==> config.mk <==
export PLATFORM = sky130hd
export DESIGN_NAME = ysyx_rnu_retire_flat
export DESIGN_NICKNAME = d
export VERILOG_FILES = /design/src/rtl/ysyx_rnu_pkg.sv /design/src/rtl/ysyx_rnu_retire_if.sv /design/src/rtl/ysyx_rnu_rmt.sv /design/src/rtl/ysyx_rnu_retire.sv /design/src/flat_wrapper.sv
export SDC_FILE = /design/constraint.sdc
export NUM_CORES = 1
export LEC_CHECK = 0
export BUFFER_PORTS_ARGS = -buffer_cell sky130_fd_sc_hd__buf_2
export CAP_MARGIN = 10
export CORE_ASPECT_RATIO = 0.8
export CORE_MARGIN = 4
export CORE_UTILIZATION = 35
export CTS_CLUSTER_SIZE = 8
export DETAILED_ROUTE_END_ITERATION = 10
export GPL_TIMING_DRIVEN = 0
export PLACE_DENSITY = 0.56
export RECOVER_POWER = 50
export SYNTH_ARGS = -nofsm -noshare
export SYNTH_HDL_FRONTEND = slang
export SYNTH_SLANG_ARGS = --single-unit
==> constraint.sdc <==
create_clock -name clock -period 5.12 [get_ports clock]
set_clock_uncertainty 0.1 [all_clocks]
set_input_delay 0.256 -clock clock [delete_from_list [all_inputs] [get_ports clock]]
set_output_delay 0.256 -clock clock [all_outputs]
set_load 0.02 [all_outputs]
==> src/rtl/ysyx_rnu_pkg.sv <==
// rtl/ysyx_rnu_pkg.sv - shared sizes, retire FSM state and restore beat type
package ysyx_rnu_pkg;

   localparam int RNUM = 32;
   localparam int PNUM = 60;
   localparam int RLEN = 5;
   localparam int PLEN = 6;

   typedef logic [RLEN-1:0] ar_t;
   typedef logic [PLEN-1:0] pr_t;

   localparam ar_t LAST_AR = ar_t'(RNUM - 1);

   typedef enum logic {
      IDLE    = 1'b0,
      RESTORE = 1'b1
   } retire_state_e;

   typedef struct packed {
      ar_t ar;
      pr_t pr;
   } rst_beat_t;

endpackage

==> src/rtl/ysyx_rnu_retire_if.sv <==
// rtl/ysyx_rnu_retire_if.sv - commit/flush inputs, dealloc and restore outputs of the retire map
interface ysyx_rnu_retire_if;
   import ysyx_rnu_pkg::*;

   logic cmt_valid;
   ar_t  cmt_rd;
   pr_t  cmt_prd;
   logic flush_pipe;
   logic dealloc_req;
   pr_t  dealloc_pr;
   ar_t  flush_rd;
   logic rst_valid;
   ar_t  rst_ar;
   pr_t  rst_pr;
   logic busy;

   modport master (
      output cmt_valid, cmt_rd, cmt_prd, flush_pipe,
      input  dealloc_req, dealloc_pr, flush_rd, rst_valid, rst_ar, rst_pr, busy
   );

   modport slave (
      input  cmt_valid, cmt_rd, cmt_prd, flush_pipe,
      output dealloc_req, dealloc_pr, flush_rd, rst_valid, rst_ar, rst_pr, busy
   );

endinterface

==> src/rtl/ysyx_rnu_rmt.sv <==
// rtl/ysyx_rnu_rmt.sv - retired map table: two async reads, one write, identity on reset
module ysyx_rnu_rmt
   import ysyx_rnu_pkg::*;
(
   input  logic clock,
   input  logic reset,
   input  ar_t  dl_raddr,
   output pr_t  dl_rdata,
   input  ar_t  rs_raddr,
   output pr_t  rs_rdata,
   input  logic we,
   input  ar_t  waddr,
   input  pr_t  wdata
);

   pr_t map_q [RNUM];
   pr_t map_d [RNUM];

   // Entry 0 is pinned to PR 0 and never rebinds.
   always_comb begin
      map_d = map_q;
      if (we && waddr != '0) begin
         map_d[waddr] = wdata;
      end
   end

   always_ff @(posedge clock) begin
      if (reset) begin
         for (int i = 0; i < RNUM; i++) begin
            map_q[i] <= pr_t'(i);
         end
      end else begin
         map_q <= map_d;
      end
   end

   assign dl_rdata = map_q[dl_raddr];
   assign rs_rdata = map_q[rs_raddr];

endmodule

==> src/rtl/ysyx_rnu_retire.sv <==
// rtl/ysyx_rnu_retire.sv - retired RAT: frees old PRs on commit, streams map to rename after flush
module ysyx_rnu_retire
   import ysyx_rnu_pkg::*;
#(
   parameter bit CHK_CMT_IN_RESTORE = 1'b1
)
(
   input logic               clock,
   input logic               reset,
   ysyx_rnu_retire_if.slave  io
);

   retire_state_e state_q, state_d;
   ar_t           idx_q, idx_d;
   pr_t           dl_rdata;
   pr_t           rs_rdata;
   rst_beat_t     beat;
   logic          busy;

   ysyx_rnu_rmt u_rmt (
      .clock    (clock),
      .reset    (reset),
      .dl_raddr (io.cmt_rd),
      .dl_rdata (dl_rdata),
      .rs_raddr (idx_q),
      .rs_rdata (rs_rdata),
      .we       (io.dealloc_req),
      .waddr    (io.cmt_rd),
      .wdata    (io.cmt_prd)
   );

   // Dealloc must land in the commit cycle; the free list counts in-flight PRs that way.
   assign io.dealloc_req = io.cmt_valid && (io.cmt_rd != '0) && (state_q == IDLE);
   assign io.dealloc_pr  = io.dealloc_req ? dl_rdata : '0;
   assign io.flush_rd    = (io.flush_pipe && io.cmt_valid) ? io.cmt_rd : '0;

   assign busy    = (state_q == RESTORE);
   assign beat.ar = busy ? idx_q : '0;
   assign beat.pr = busy ? rs_rdata : '0;

   assign io.busy      = busy;
   assign io.rst_valid = busy;
   assign io.rst_ar    = beat.ar;
   assign io.rst_pr    = beat.pr;

   always_comb begin
      state_d = state_q;
      idx_d   = idx_q;
      case (state_q)
         IDLE: begin
            if (io.flush_pipe) begin
               state_d = RESTORE;
               idx_d   = ar_t'(1);
            end
         end
         RESTORE: begin
            // A fresh flush simply replays the walk from entry 1.
            if (io.flush_pipe) begin
               idx_d = ar_t'(1);
            end else if (idx_q == LAST_AR) begin
               state_d = IDLE;
               idx_d   = '0;
            end else begin
               idx_d = idx_q + 1'b1;
            end
         end
      endcase
   end

   always_ff @(posedge clock) begin
      if (reset) begin
         state_q <= IDLE;
         idx_q   <= '0;
      end else begin
         state_q <= state_d;
         idx_q   <= idx_d;
      end
   end

   always_ff @(posedge clock) begin
      if (!reset && io.cmt_valid) begin
         assert (int'(io.cmt_prd) < PNUM);
         assert (io.cmt_rd == '0 || io.cmt_prd != '0);
         assert (!CHK_CMT_IN_RESTORE || state_q == IDLE);
      end
   end

endmodule

==> src/flat_wrapper.sv <==
// flat-port wrapper written by rule: the top's interface ports become plain ports
module ysyx_rnu_retire_flat import ysyx_rnu_pkg::*;
#(
   parameter bit CHK_CMT_IN_RESTORE = 1'b1
)
  (clock, reset, io_cmt_valid, io_cmt_rd, io_cmt_prd, io_flush_pipe, io_dealloc_req, io_dealloc_pr, io_flush_rd, io_rst_valid, io_rst_ar, io_rst_pr, io_busy);
  ysyx_rnu_retire_if io_i ();
  input logic clock;
  input logic reset;
  input wire logic [$bits(io_i.cmt_valid)-1:0] io_cmt_valid;
  input wire logic [$bits(io_i.cmt_rd)-1:0] io_cmt_rd;
  input wire logic [$bits(io_i.cmt_prd)-1:0] io_cmt_prd;
  input wire logic [$bits(io_i.flush_pipe)-1:0] io_flush_pipe;
  output wire logic [$bits(io_i.dealloc_req)-1:0] io_dealloc_req;
  output wire logic [$bits(io_i.dealloc_pr)-1:0] io_dealloc_pr;
  output wire logic [$bits(io_i.flush_rd)-1:0] io_flush_rd;
  output wire logic [$bits(io_i.rst_valid)-1:0] io_rst_valid;
  output wire logic [$bits(io_i.rst_ar)-1:0] io_rst_ar;
  output wire logic [$bits(io_i.rst_pr)-1:0] io_rst_pr;
  output wire logic [$bits(io_i.busy)-1:0] io_busy;
  assign io_i.cmt_valid = io_cmt_valid;
  assign io_i.cmt_rd = io_cmt_rd;
  assign io_i.cmt_prd = io_cmt_prd;
  assign io_i.flush_pipe = io_flush_pipe;
  assign io_dealloc_req = io_i.dealloc_req;
  assign io_dealloc_pr = io_i.dealloc_pr;
  assign io_flush_rd = io_i.flush_rd;
  assign io_rst_valid = io_i.rst_valid;
  assign io_rst_ar = io_i.rst_ar;
  assign io_rst_pr = io_i.rst_pr;
  assign io_busy = io_i.busy;
  ysyx_rnu_retire #(.CHK_CMT_IN_RESTORE(CHK_CMT_IN_RESTORE)) u_core (.clock(clock), .reset(reset), .io(io_i));
endmodule
==> results_dict.tcl <==
set metrics [dict create \
    synth_top_family_by_area "multiplexers" \
    grt_pass1_vias 9123 \
    drt-total-wl_um 45700 \
    ant_nets 0 \
    yosysTopAreaCell "dfxtp_1" \
    io_pins 40 \
    synth.area.top_cells "dfxtp_1 37%, mux2i_1 12%, mux4_2 11%" \
    end_kind "primary output" \
    seq_area_um2 3960 \
    max_stage_delay_ns 0.87 \
    final_nets 1220 \
    synth_compound_area_share_pct 14.6 \
    postPlaceCellArea_um2 11300 \
    yosysWarnings 0 \
    peakVddDrop_mv 0.243 \
    swShare_pct 29.8 \
    synth_mux_area_share_pct 24.0 \
    die_x_um 203 \
    cts_resized 0 \
    grt_pass1_wl_um 64900 \
    status "finished, violations left" \
    arrival_ns 3.65 \
    synth_fa_ha_area_share_pct 0.352 \
    violations "capacitance limit, slew limit" \
    p_seq_share_pct 47.0 \
    place_congestion 1.18 \
    reg2reg_to "u_core.u_rmt.map_q[88]" \
    die-area_um2 33300 \
    yosysSeqAreaShare_pct 37.2 \
    rows 56 \
    pwr-share-comb_pct 12.2 \
    drt_iter0_drc 1510 \
    post-route-period-util_pct 78.3 \
    setup_tns_ns 0 \
    regToRegSetupSlack_ns 1.98 \
    multi_input_area_um2 6140 \
    start_util_pct 36.0 \
    worstHoldStart "io_cmt_prd[5]" \
    drt-wirelength-per-cell_um 28.2 \
    timing.rr.start "u_core.io.busy" \
    syn-num-nets 1167 \
    crit_type "reg -> out" \
    vias 10100 \
    syn_area_per_cell_um2 9.28 \
    clk_latency_ns 0.46 \
    yosysUniqueCellTypes 56 \
    ys_async_sr_fraction_pct 0 \
    tightest_slew_ns 1.56 \
    drc 0 \
    maxCapViolCount 1 \
    fmax_mhz 249 \
    ff2ff_path_depth 6 \
    drive_above_1_share_pct 12.8 \
    fin_area_um2 11900 \
    hold_end "u_core.u_rmt.map_q[173]" \
    clk_pin_slew_ns 0.07 \
    synth_top_area_share_pct 37.2 \
    crit_required_ns 4.76 \
    core_um2 29600 \
    path_cells "buf_2 -> clkbuf_1 -> mux4_2 -> a22oi_1 -> o21ai_1 -> a22o_1 -> buf_2" \
    p_leak_nw 4.19 \
    finalHoldViolations 0 \
    power_density_nw_per_um2 280 \
    port_buffers 33 \
    p_sw_mw 0.990 \
    cts_tree "done" \
    cts_max_level 4 \
    cts_setup_buffers 0 \
    grt_use_total_pct 27.0 \
    yosysMostFrequentCell "dfxtp_1" \
    fin_crit_ns 4.01 \
    numClockSinks 198 \
    grt_max_degree 19 \
    start_kind "flip-flop" \
    via_per_inst 6.22 \
    synthToLayoutAreaGrowth_pct 11.3 \
    crit_path_frequent_cell "buf_2" \
    final-setup-viol-count 0 \
    die_h_um 164 \
    synth_area_um2 10700 \
    nFillCells 3025 \
    cp_max_fo 10 \
    clockBufferDepth 2 \
    total_power_mw 3.32 \
    synth_xor_xnor_area_share_pct 0 \
    hp-class "in -> reg" \
    cts_buffers 17 \
    drtPass1Iterations 6 \
    relSlewSlack_pct -4.92 \
    clock-root-buffer "clkbuf_16" \
    rsz0062_at_grt "no" \
    synthSimpleGateAreaFrac_pct 19.0 \
    drv_slew 11 \
    whs_path_depth 3 \
    synth-seq-cells 198 \
    cp_slowest_cell "clkbuf_1" \
    hold_buffers 1 \
    globalRouteOverflowTotal 0 \
    p_int_mw 2.33 \
    post-dp-hpwl_um 33500 \
    synth_edf_count 0 \
    netlist_instances 1149 \
    holdWs_ns 0.0292 \
    yosys-top-cells-count "198 x dfxtp_1, 141 x nand2_1, 126 x mux2i_1" \
    antenna_found_initial 3 \
    ys.flop_type "dfxtp_1" \
    p_clk_share_pct 40.8 \
]
## logic make-up after synthesis
family | Yosys count
buf+inv | 112
fa+ha+maj | 3
mux | 183
flops | 198
compound gates | 235
simple gates | 418
## cell usage in the layout (no fill, tap or decap), types with 4 or more instances in the layout
cell | synthesis | layout
dfxtp_1 | 198 | 198
nand2_1 | 141 | 141
mux2i_1 | 126 | 126
nand3_1 | 88 | 89
nor2_1 | 74 | 82
a21oi_1 | 73 | 73
clkbuf_1 | 58 | 68
mux4_2 | 54 | 54
buf_2 | 24 | 49
nor2b_1 | 47 | 47
a211o_1 | 43 | 43
o21ai_1 | 27 | 24
clkbuf_16 | 0 | 17
a221oi_1 | 15 | 15
o211ai_1 | 15 | 15
o22ai_1 | 14 | 14
o21ai_0 | 11 | 14
nor3_1 | 9 | 11
a22oi_1 | 10 | 10
and3_1 | 10 | 10
buf_4 | 10 | 9
nand2b_1 | 8 | 8
buf_1 | 9 | 7
and2_1 | 6 | 5
inv_1 | 5 | 5
a22o_1 | 5 | 5
buf_6 | 4 | 4
a211oi_1 | 4 | 4
o21a_1 | 4 | 4
inv_8 | 0 | 4
## worst max path at each step
stage                    startpoint          endpoint  slack, ns  cells after the start
detailed placement  u_core.idx_q[1]      io_rst_pr[1]       1.82                      7
floorplan              io_cmt_rd[0]  io_dealloc_pr[2]       2.80                      6
global route        u_core.idx_q[1]      io_rst_pr[1]       1.23                      7
finish              u_core.idx_q[1]      io_rst_pr[1]       1.11                      7
global placement    u_core.idx_q[1]      io_rst_pr[1]       1.85                      7
CTS                 u_core.idx_q[1]      io_rst_pr[1]       1.32                      7
## flip-flops by register name (all words and copies together) (netlist names)
signal	flops
u_core.io.busy	1
u_core.u_rmt.map_q	192
u_core.idx_q	5
## per-layer routing
metal	GRT usage, %	share of wire (%)	vias up
li1	-	-	4318
met1	37.2	42	4988
met2	38.9	41	672
met3	11.2	14	111
met4	8.12	3.1	2
met5	0	0.018	-
## area by class of cell
type	count	share of cell area [%]
Antenna cell	2	0.0422
Buffer	105	4.07
Clock buffer	19	3.82
Clock inverter	13	0.981
Inverter	7	0.221
Multi-Input combinational cell	839	51.7
Sequential cell	198	33.4
Tap cell	406	4.28
Timing Repair Buffer	34	1.47
## critical path: cells and delay by family (launching register included)
| kind | cells | cell delay [ns] |
|---|---|---|
| multiplexers | 1 | 0.48 |
| AO/OA/AOI/OAI | 3 | 0.79 |
| buffers and inverters | 3 | 1.49 |
| flip-flops | 1 | 0.43 |
## through the flow
step | setup WS, ns | utilization (%) | instances
floorplan | 2.80 | - | 1149
global placement | 1.85 | 38.3 | 1588
detailed placement | 1.82 | 38.3 | 1588
CTS | 1.32 | 40.2 | 1621
global route | 1.23 | 40.0 | 1621
finish | 1.11 | 40.0 | 1623
## power groups by stage
stage	clock [mW]	combinational (mW)	sequential, mW
finish	1.36	0.405	1.56
global route	1.42	0.413	1.56
CTS	1.36	0.390	1.56
detailed placement	0	0.388	1.60
global placement	0	0.388	1.60
floorplan	0	0.239	1.59
No activity file was read; power rests on OpenSTA's default activity.
